==> config.mk <==
export PLATFORM = sky130hd
export DESIGN_NAME = fp8_issue_stage
export DESIGN_NICKNAME = d
export VERILOG_FILES = /design/src/rtl/fp8_pkg.sv /design/src/rtl/fp8_classify.sv /design/src/rtl/fp8_issue_stage.sv
export SDC_FILE = /design/constraint.sdc
export NUM_CORES = 1
export LEC_CHECK = 0
export CAP_MARGIN = 10
export CORE_UTILIZATION = 44
export DETAILED_ROUTE_END_ITERATION = 10
export PLACE_DENSITY_LB_ADDON = 0.25
export SYNTH_ARGS = -nofsm -noshare
export SYNTH_HDL_FRONTEND = slang
export SYNTH_SLANG_ARGS = --single-unit
==> constraint.sdc <==
create_clock -name clk -period 2.1 [get_ports clk]
set_clock_uncertainty 0.15 [all_clocks]
set_input_delay 0.21 -clock clk [delete_from_list [all_inputs] [get_ports clk]]
set_output_delay 0.21 -clock clk [all_outputs]
set_load 0.02 [all_outputs]
==> src/rtl/fp8_pkg.sv <==
// rtl/fp8_pkg.sv - shared FP8 defaults and issue-stage state type
package fp8_pkg;

  localparam int FP8_WIDTH     = 8;
  localparam int FP8_EXP_WIDTH = 5;
  localparam int FP8_MAN_WIDTH = 2;

  typedef enum logic [1:0] {
    LOAD_A = 2'd0,
    LOAD_B = 2'd1,
    EXEC   = 2'd2,
    DONE   = 2'd3
  } state_t;

endpackage

==> src/rtl/fp8_classify.sv <==
// rtl/fp8_classify.sv - combinational zero/inf/nan decode of a float value
module fp8_classify import fp8_pkg::*; #(
  parameter int EXP_WIDTH = FP8_EXP_WIDTH,
  parameter int MAN_WIDTH = FP8_MAN_WIDTH
) (
  input  logic [EXP_WIDTH+MAN_WIDTH:0] value,
  output logic                         zero,
  output logic                         inf,
  output logic                         nan
);

  logic [EXP_WIDTH-1:0] exp_field;
  logic [MAN_WIDTH-1:0] man_field;
  logic                 exp_ones;
  logic                 man_zero;
  logic                 unused_sign;

  // Sign does not affect the class.
  assign unused_sign = value[EXP_WIDTH+MAN_WIDTH];
  assign exp_field   = value[EXP_WIDTH+MAN_WIDTH-1:MAN_WIDTH];
  assign man_field   = value[MAN_WIDTH-1:0];
  assign exp_ones    = &exp_field;
  assign man_zero    = ~|man_field;

  assign nan  = exp_ones & ~man_zero;
  assign inf  = exp_ones &  man_zero;
  assign zero = ~|exp_field & man_zero;

endmodule

==> src/rtl/fp8_issue_stage.sv <==
// rtl/fp8_issue_stage.sv - collects two operands, issues them to an external adder, holds the result
module fp8_issue_stage import fp8_pkg::*; #(
  parameter int WIDTH     = FP8_WIDTH,
  parameter int EXP_WIDTH = FP8_EXP_WIDTH,
  parameter int MAN_WIDTH = FP8_MAN_WIDTH
) (
  input  logic             clk,
  input  logic             rst_n,
  input  logic [WIDTH-1:0] in_data,
  input  logic             in_valid,
  input  logic             in_sub,
  output logic             in_ready,
  input  logic             in_clear,
  output logic [WIDTH-1:0] op_a,
  output logic [WIDTH-1:0] op_b,
  output logic             op_sub,
  input  logic [WIDTH-1:0] sum_in,
  output logic [WIDTH-1:0] res_data,
  output logic             res_valid,
  input  logic             res_ready,
  output logic             res_zero,
  output logic             res_inf,
  output logic             res_nan,
  output logic [7:0]       ops_done
);

  state_t state, state_nxt;
  logic   cls_zero, cls_inf, cls_nan;

  fp8_classify #(
    .EXP_WIDTH(EXP_WIDTH),
    .MAN_WIDTH(MAN_WIDTH)
  ) u_classify (
    .value(sum_in),
    .zero (cls_zero),
    .inf  (cls_inf),
    .nan  (cls_nan)
  );

  assign in_ready = (state == LOAD_A) || (state == LOAD_B);

  // Abort overrides every transition, including a coincident transfer or handshake.
  always_comb begin
    state_nxt = state;
    if (in_clear) begin
      state_nxt = LOAD_A;
    end else begin
      case (state)
        LOAD_A:  if (in_valid) state_nxt = LOAD_B;
        LOAD_B:  if (in_valid) state_nxt = EXEC;
        EXEC:    state_nxt = DONE;
        DONE:    if (res_ready) state_nxt = LOAD_A;
        default: state_nxt = LOAD_A;
      endcase
    end
  end

  always_ff @(posedge clk or negedge rst_n) begin
    if (!rst_n) begin
      state     <= LOAD_A;
      op_a      <= '0;
      op_b      <= '0;
      op_sub    <= 1'b0;
      res_data  <= '0;
      res_valid <= 1'b0;
      res_zero  <= 1'b0;
      res_inf   <= 1'b0;
      res_nan   <= 1'b0;
      ops_done  <= 8'd0;
    end else begin
      state <= state_nxt;
      if (in_clear) begin
        res_valid <= 1'b0;
        res_zero  <= 1'b0;
        res_inf   <= 1'b0;
        res_nan   <= 1'b0;
      end else begin
        case (state)
          LOAD_A: if (in_valid) op_a <= in_data;
          LOAD_B: if (in_valid) begin
            op_b   <= in_data;
            op_sub <= in_sub;
          end
          EXEC: begin
            res_data  <= sum_in;
            res_valid <= 1'b1;
            res_zero  <= cls_zero;
            res_inf   <= cls_inf;
            res_nan   <= cls_nan;
          end
          DONE: if (res_ready) begin
            res_valid <= 1'b0;
            ops_done  <= ops_done + 8'd1;
          end
          default: ;
        endcase
      end
    end
  end

endmodule
==> results by stage <==
Outcome:
- The run finished with clean final reports.

Global routing:
- The via count of the first global-routing pass is 1230.
- The maximum number of pins on one net before global-route repair is 40.
- The initial antenna violation count is 0.
- Across every metal layer, demand over resource in global routing totals 18.7%.
- After global routing the overflow that remains totals 0.
- The first global-routing pass estimated 5.71 mm of wire.

Critical path:
- The critical path is of the reg2out type.
- The number of cells on the worst reg-to-reg path is 4.
- The end point of the critical path is in_ready.
- The critical path crosses 4 cells after its start point.
- The slowest stage of the critical path is the sky130_fd_sc_hd__dfrtp_1 cell.
- At the worst endpoint, the arrival time is 1.65 ns.
- The worst reg-to-reg setup slack is 0.33 ns.
- The critical path startpoint category is a flop.
- The critical path goes through inv_1 > ha_1 > or2_2 > dlygate4sd2_1.
- The biggest fanout along the worst timing path is 4.
- The worst register-to-register path begins at state[0]$_DFFE_PN0P_.
- STA classifies the critical path endpoint as an output port.
- The largest single stage delay on the critical path is 0.40 ns.
- In this run the worst setup path begins at state[0]$_DFFE_PN0P_.
- The family with the most delay on the worst path is buffers and inverters.
- At the worst endpoint, the required time is 1.74 ns.
- The critical path contains buffers and inverters numbering 2 combined.
- The reg-to-reg endpoint is res_data[3]$_DFFE_PN0P_.

STA:
- The setup TNS is 0 ns.
- In this run the tightest slew margin relative to its limit is 43.2%.
- The highest attainable clock frequency is 0.498 GHz.
- The final number of hold-violating endpoints is 0.
- The final critical-path required period is 2.01 ns.
- Setup repair after global routing left no endpoint under its margin.
- After layout, the worst path uses 95.5% of the clock period.
- Setup violations remaining at the end of the flow were counted as 0.
- At the pin with the least slew margin, the transition time is 0.852 ns.
- The final max-slew violation count is 0.

Power and ir drop:
- The combinational share of power is 47.2%.
- The share of total power dissipated in the clock network is 15.0%.
- In this run switching power makes up 35.4% of total power.
- The cell leakage power is 1.07 nW.
- The cell area power density is 1310 nW/um2.
- The worst-case vdd ir drop is 0.941 mV.
- Of the total power, registers draw 37.8%.
- The net switching power figure is 1.12 mW.
- The internal power summed over all cells is 2.04 mW.

Min path:
- Along the worst hold path, the cell count comes to 1.
- The tightest min-delay check is of the reg2reg type.
- The start point of the worst hold path is ops_done[7]$_DFFE_PN0P_.

Yosys:
- Synthesis produced a netlist with a net count of 154.
- The cell area that synthesis handed to floorplanning was 1680 um2.
- The netlist uses 25 different library cells.
- The per-instance average area after synthesis is 13.4 um2.
- The synthesized instance count is 126.
- Sequential elements use 58.0% of the synthesized area.
- After synthesis the netlist holds a flip-flop and latch count of 39.
- The Yosys step of the flow raised 0 warnings.

Cells and area:
- The repair_antennas step left the layout with diodes totalling 0.
- The area of all placed cells without fillers is 2410 um2.
- The total of fill cells in the finished design is 297.
- For this run, the post-layout net count is 219.
- The post-route netlist has 20.8% of its cells at a drive strength greater than 1.
- The area growth from synthesis to layout is 43.3%.

Floorplanning:
- The number of top-level pins is 60.
- The die width is 63.8 um.
- The y dimension of the die is 63.8 um.
- Once the floorplan was initialized, standard cells occupied 46.0% of the core.
- The count of standard-cell rows is 22.
- The floorplan step defined a die boundary enclosing 4080 um2.
- The core region is 3660 um2.

Clock tree:
- The tree built by TritonCTS fans out to 39 sinks.
- The largest buffer count on any clock path is 2.
- Clock tree synthesis inserted a total of 5 buffers.
- After clock tree synthesis, the clock-pin slew on the worst setup and hold paths is 0.07 ns.
- CTS placed an instance of sky130_fd_sc_hd__clkbuf_8 at the clock tree root.
- The number of setup buffers added after CTS is 0.
- CTS built an H-tree with a depth of 2.
- For the worst-skew pair, the clock arrives at the later sink with an insertion delay of 0.28 ns.
- TritonCTS built the clock tree.

Placement:
- The HPWL after detailed placement is 2.45 mm.
- In this run the cell area measured after placement is 2320 um2.
- The number of buffer cells added on primary ports is 59.
- At the end of routability-driven placement, the weighted congestion stood at 0.700.

Detailed routing:
- The routed layout has 1185 vias.
- The DRC violations left is 0.
- The average vias per placed instance is 4.94.
- The number of nets with antenna violations after detailed routing is 0.
- The violation count after the first detailed-route iteration is 27.
- The first detailed-routing pass took 4 iterations.
- Dividing the detail-routed wire length by the instance count gives 14.0 um.
- The total wire length is 3.36 mm.

Job:
- The max-capacitance violation count is 0.
==> worst min path at each step <==
stage	slack (ns)	end
2_1_floorplan	-0.24	op_a[0]$_DFFE_PN0P_
4_1_cts	0.33	ops_done[7]$_DFFE_PN0P_
3_5_place_dp	0.22	ops_done[2]$_DFFE_PN0P_
3_3_place_gp	0.20	ops_done[0]$_DFFE_PN0P_
6_report	0.32	ops_done[7]$_DFFE_PN0P_
5_1_grt	0.34	ops_done[7]$_DFFE_PN0P_
==> synth_stat cells <==
cell type | n | area [um2]
sky130_fd_sc_hd__a21o_1 | 1 | 7.51
sky130_fd_sc_hd__a21oi_1 | 5 | 25.0
sky130_fd_sc_hd__a311oi_1 | 1 | 8.76
sky130_fd_sc_hd__and3b_1 | 1 | 8.76
sky130_fd_sc_hd__buf_2 | 2 | 10.0
sky130_fd_sc_hd__dfrtp_1 | 39 | 976
sky130_fd_sc_hd__ha_1 | 6 | 75.1
sky130_fd_sc_hd__inv_1 | 3 | 11.3
sky130_fd_sc_hd__mux2_2 | 26 | 293
sky130_fd_sc_hd__nand2_1 | 8 | 30.0
sky130_fd_sc_hd__nand2_2 | 2 | 12.5
sky130_fd_sc_hd__nand2b_1 | 4 | 25.0
sky130_fd_sc_hd__nand3_1 | 1 | 5.00
sky130_fd_sc_hd__nand4_1 | 2 | 12.5
sky130_fd_sc_hd__nand4b_4 | 1 | 23.8
sky130_fd_sc_hd__nor2_1 | 7 | 26.3
sky130_fd_sc_hd__nor2b_1 | 2 | 12.5
sky130_fd_sc_hd__nor3_1 | 3 | 15.0
sky130_fd_sc_hd__nor4_2 | 1 | 12.5
sky130_fd_sc_hd__o21bai_1 | 1 | 7.51
sky130_fd_sc_hd__o32a_1 | 1 | 10.0
sky130_fd_sc_hd__or2_2 | 1 | 6.26
sky130_fd_sc_hd__or4_1 | 1 | 7.51
sky130_fd_sc_hd__xnor2_1 | 1 | 8.76
sky130_fd_sc_hd__xor2_1 | 6 | 52.6
==> area by class of cell <==
cell class	instances	area, um2	area share, %
timing repair buffer	60	594	24.6
clock inverter	3	15.0	0.623
tap	48	60.1	2.49
sequential	39	976	40.5
inverter	3	11.3	0.467
clock buffer	5	68.8	2.85
multi-input combinational	82	686	28.4
==> cell families after synthesis <==
| group | after synthesis | share of synthesized area [%] |
|---|---|---|
| DFF | 39 | 58.0 |
| and+or+nand+nor | 34 | 11.7 |
| muxes | 26 | 17.4 |
| AOI/OAI and AO/OA | 9 | 3.49 |
| xor gates and xnor gates | 7 | 3.64 |
| adders and majority gates | 6 | 4.46 |
| buffers and inverters | 5 | 1.26 |
==> routing by layer <==
layer / vias to the layer above / track usage [%] / wire length, um
met5: - / 0 / 0
met3: 5 / 5.18 / 159
met4: 0 / 5.97 / 36
met2: 37 / 33.2 / 1770
li1: 565 / - / -
met1: 578 / 21.6 / 1390
==> layout by cell type (no fill, tap or decap) <==
master	n
sky130_fd_sc_hd__dlygate4sd2_1	1
sky130_fd_sc_hd__buf_2	1
sky130_fd_sc_hd__nand2_1	8
sky130_fd_sc_hd__nand2b_1	4
sky130_fd_sc_hd__dlygate4sd3_1	1
sky130_fd_sc_hd__nand3_1	1
sky130_fd_sc_hd__nor3_1	3
sky130_fd_sc_hd__clkdlybuf4s50_1	57
sky130_fd_sc_hd__nand4_1	2
sky130_fd_sc_hd__nand4b_4	1
sky130_fd_sc_hd__and3b_1	1
sky130_fd_sc_hd__xor2_1	6
sky130_fd_sc_hd__clkbuf_8	5
sky130_fd_sc_hd__nor4_2	1
sky130_fd_sc_hd__or2_2	1
sky130_fd_sc_hd__inv_1	3
sky130_fd_sc_hd__o32a_1	1
sky130_fd_sc_hd__a21oi_1	5
sky130_fd_sc_hd__a21o_1	1
sky130_fd_sc_hd__clkinv_2	3
sky130_fd_sc_hd__or4_1	1
sky130_fd_sc_hd__a311oi_1	1
sky130_fd_sc_hd__nor2_1	7
sky130_fd_sc_hd__mux2_2	26
sky130_fd_sc_hd__dfrtp_1	39
sky130_fd_sc_hd__ha_1	6
sky130_fd_sc_hd__nand2_2	2
sky130_fd_sc_hd__nor2b_1	2
sky130_fd_sc_hd__xnor2_1	1
sky130_fd_sc_hd__o21bai_1	1
==> repair_timing <==
action,4_1_cts,5_1_grt
setup endpoints to repair,1,0
endpoints found under the hold margin,39,0
gates resized for setup,1,0
hold buffers,1,0
==> per-stage QoR <==
stage	hold WS (ns)	setup slack [ns]	power (mW)	util (%)	instances
floorplan	-0.236	0.498	1.99	-	126
global placement	0.199	0.205	2.66	63.3	231
detailed placement	0.218	0.159	2.72	63.3	231
CTS	0.325	0.0731	3.20	65.9	240
global route	0.342	0.0218	3.33	65.9	240
finish	0.320	0.0938	3.16	65.9	240
==> sequential cells by signal, indices dropped and copies added, names as in the netlist <==
| signal | flops |
|---|---|
| res_zero | 1 |
| op_a | 8 |
| op_sub | 1 |
| op_b | 8 |
| res_data | 8 |
| res_nan | 1 |
| state | 2 |
| res_inf | 1 |
| ops_done | 8 |
| res_valid | 1 |
==> power by group through the flow <==
stage / clock network [mW] / logic (mW) / registers [mW]
floorplan: 0 / 0.475 / 1.52
global placement: 0 / 1.47 / 1.19
detailed placement: 0 / 1.51 / 1.21
CTS: 0.490 / 1.51 / 1.20
global route: 0.528 / 1.58 / 1.23
finish: 0.475 / 1.49 / 1.19
Power figures use the tool's default switching activity.
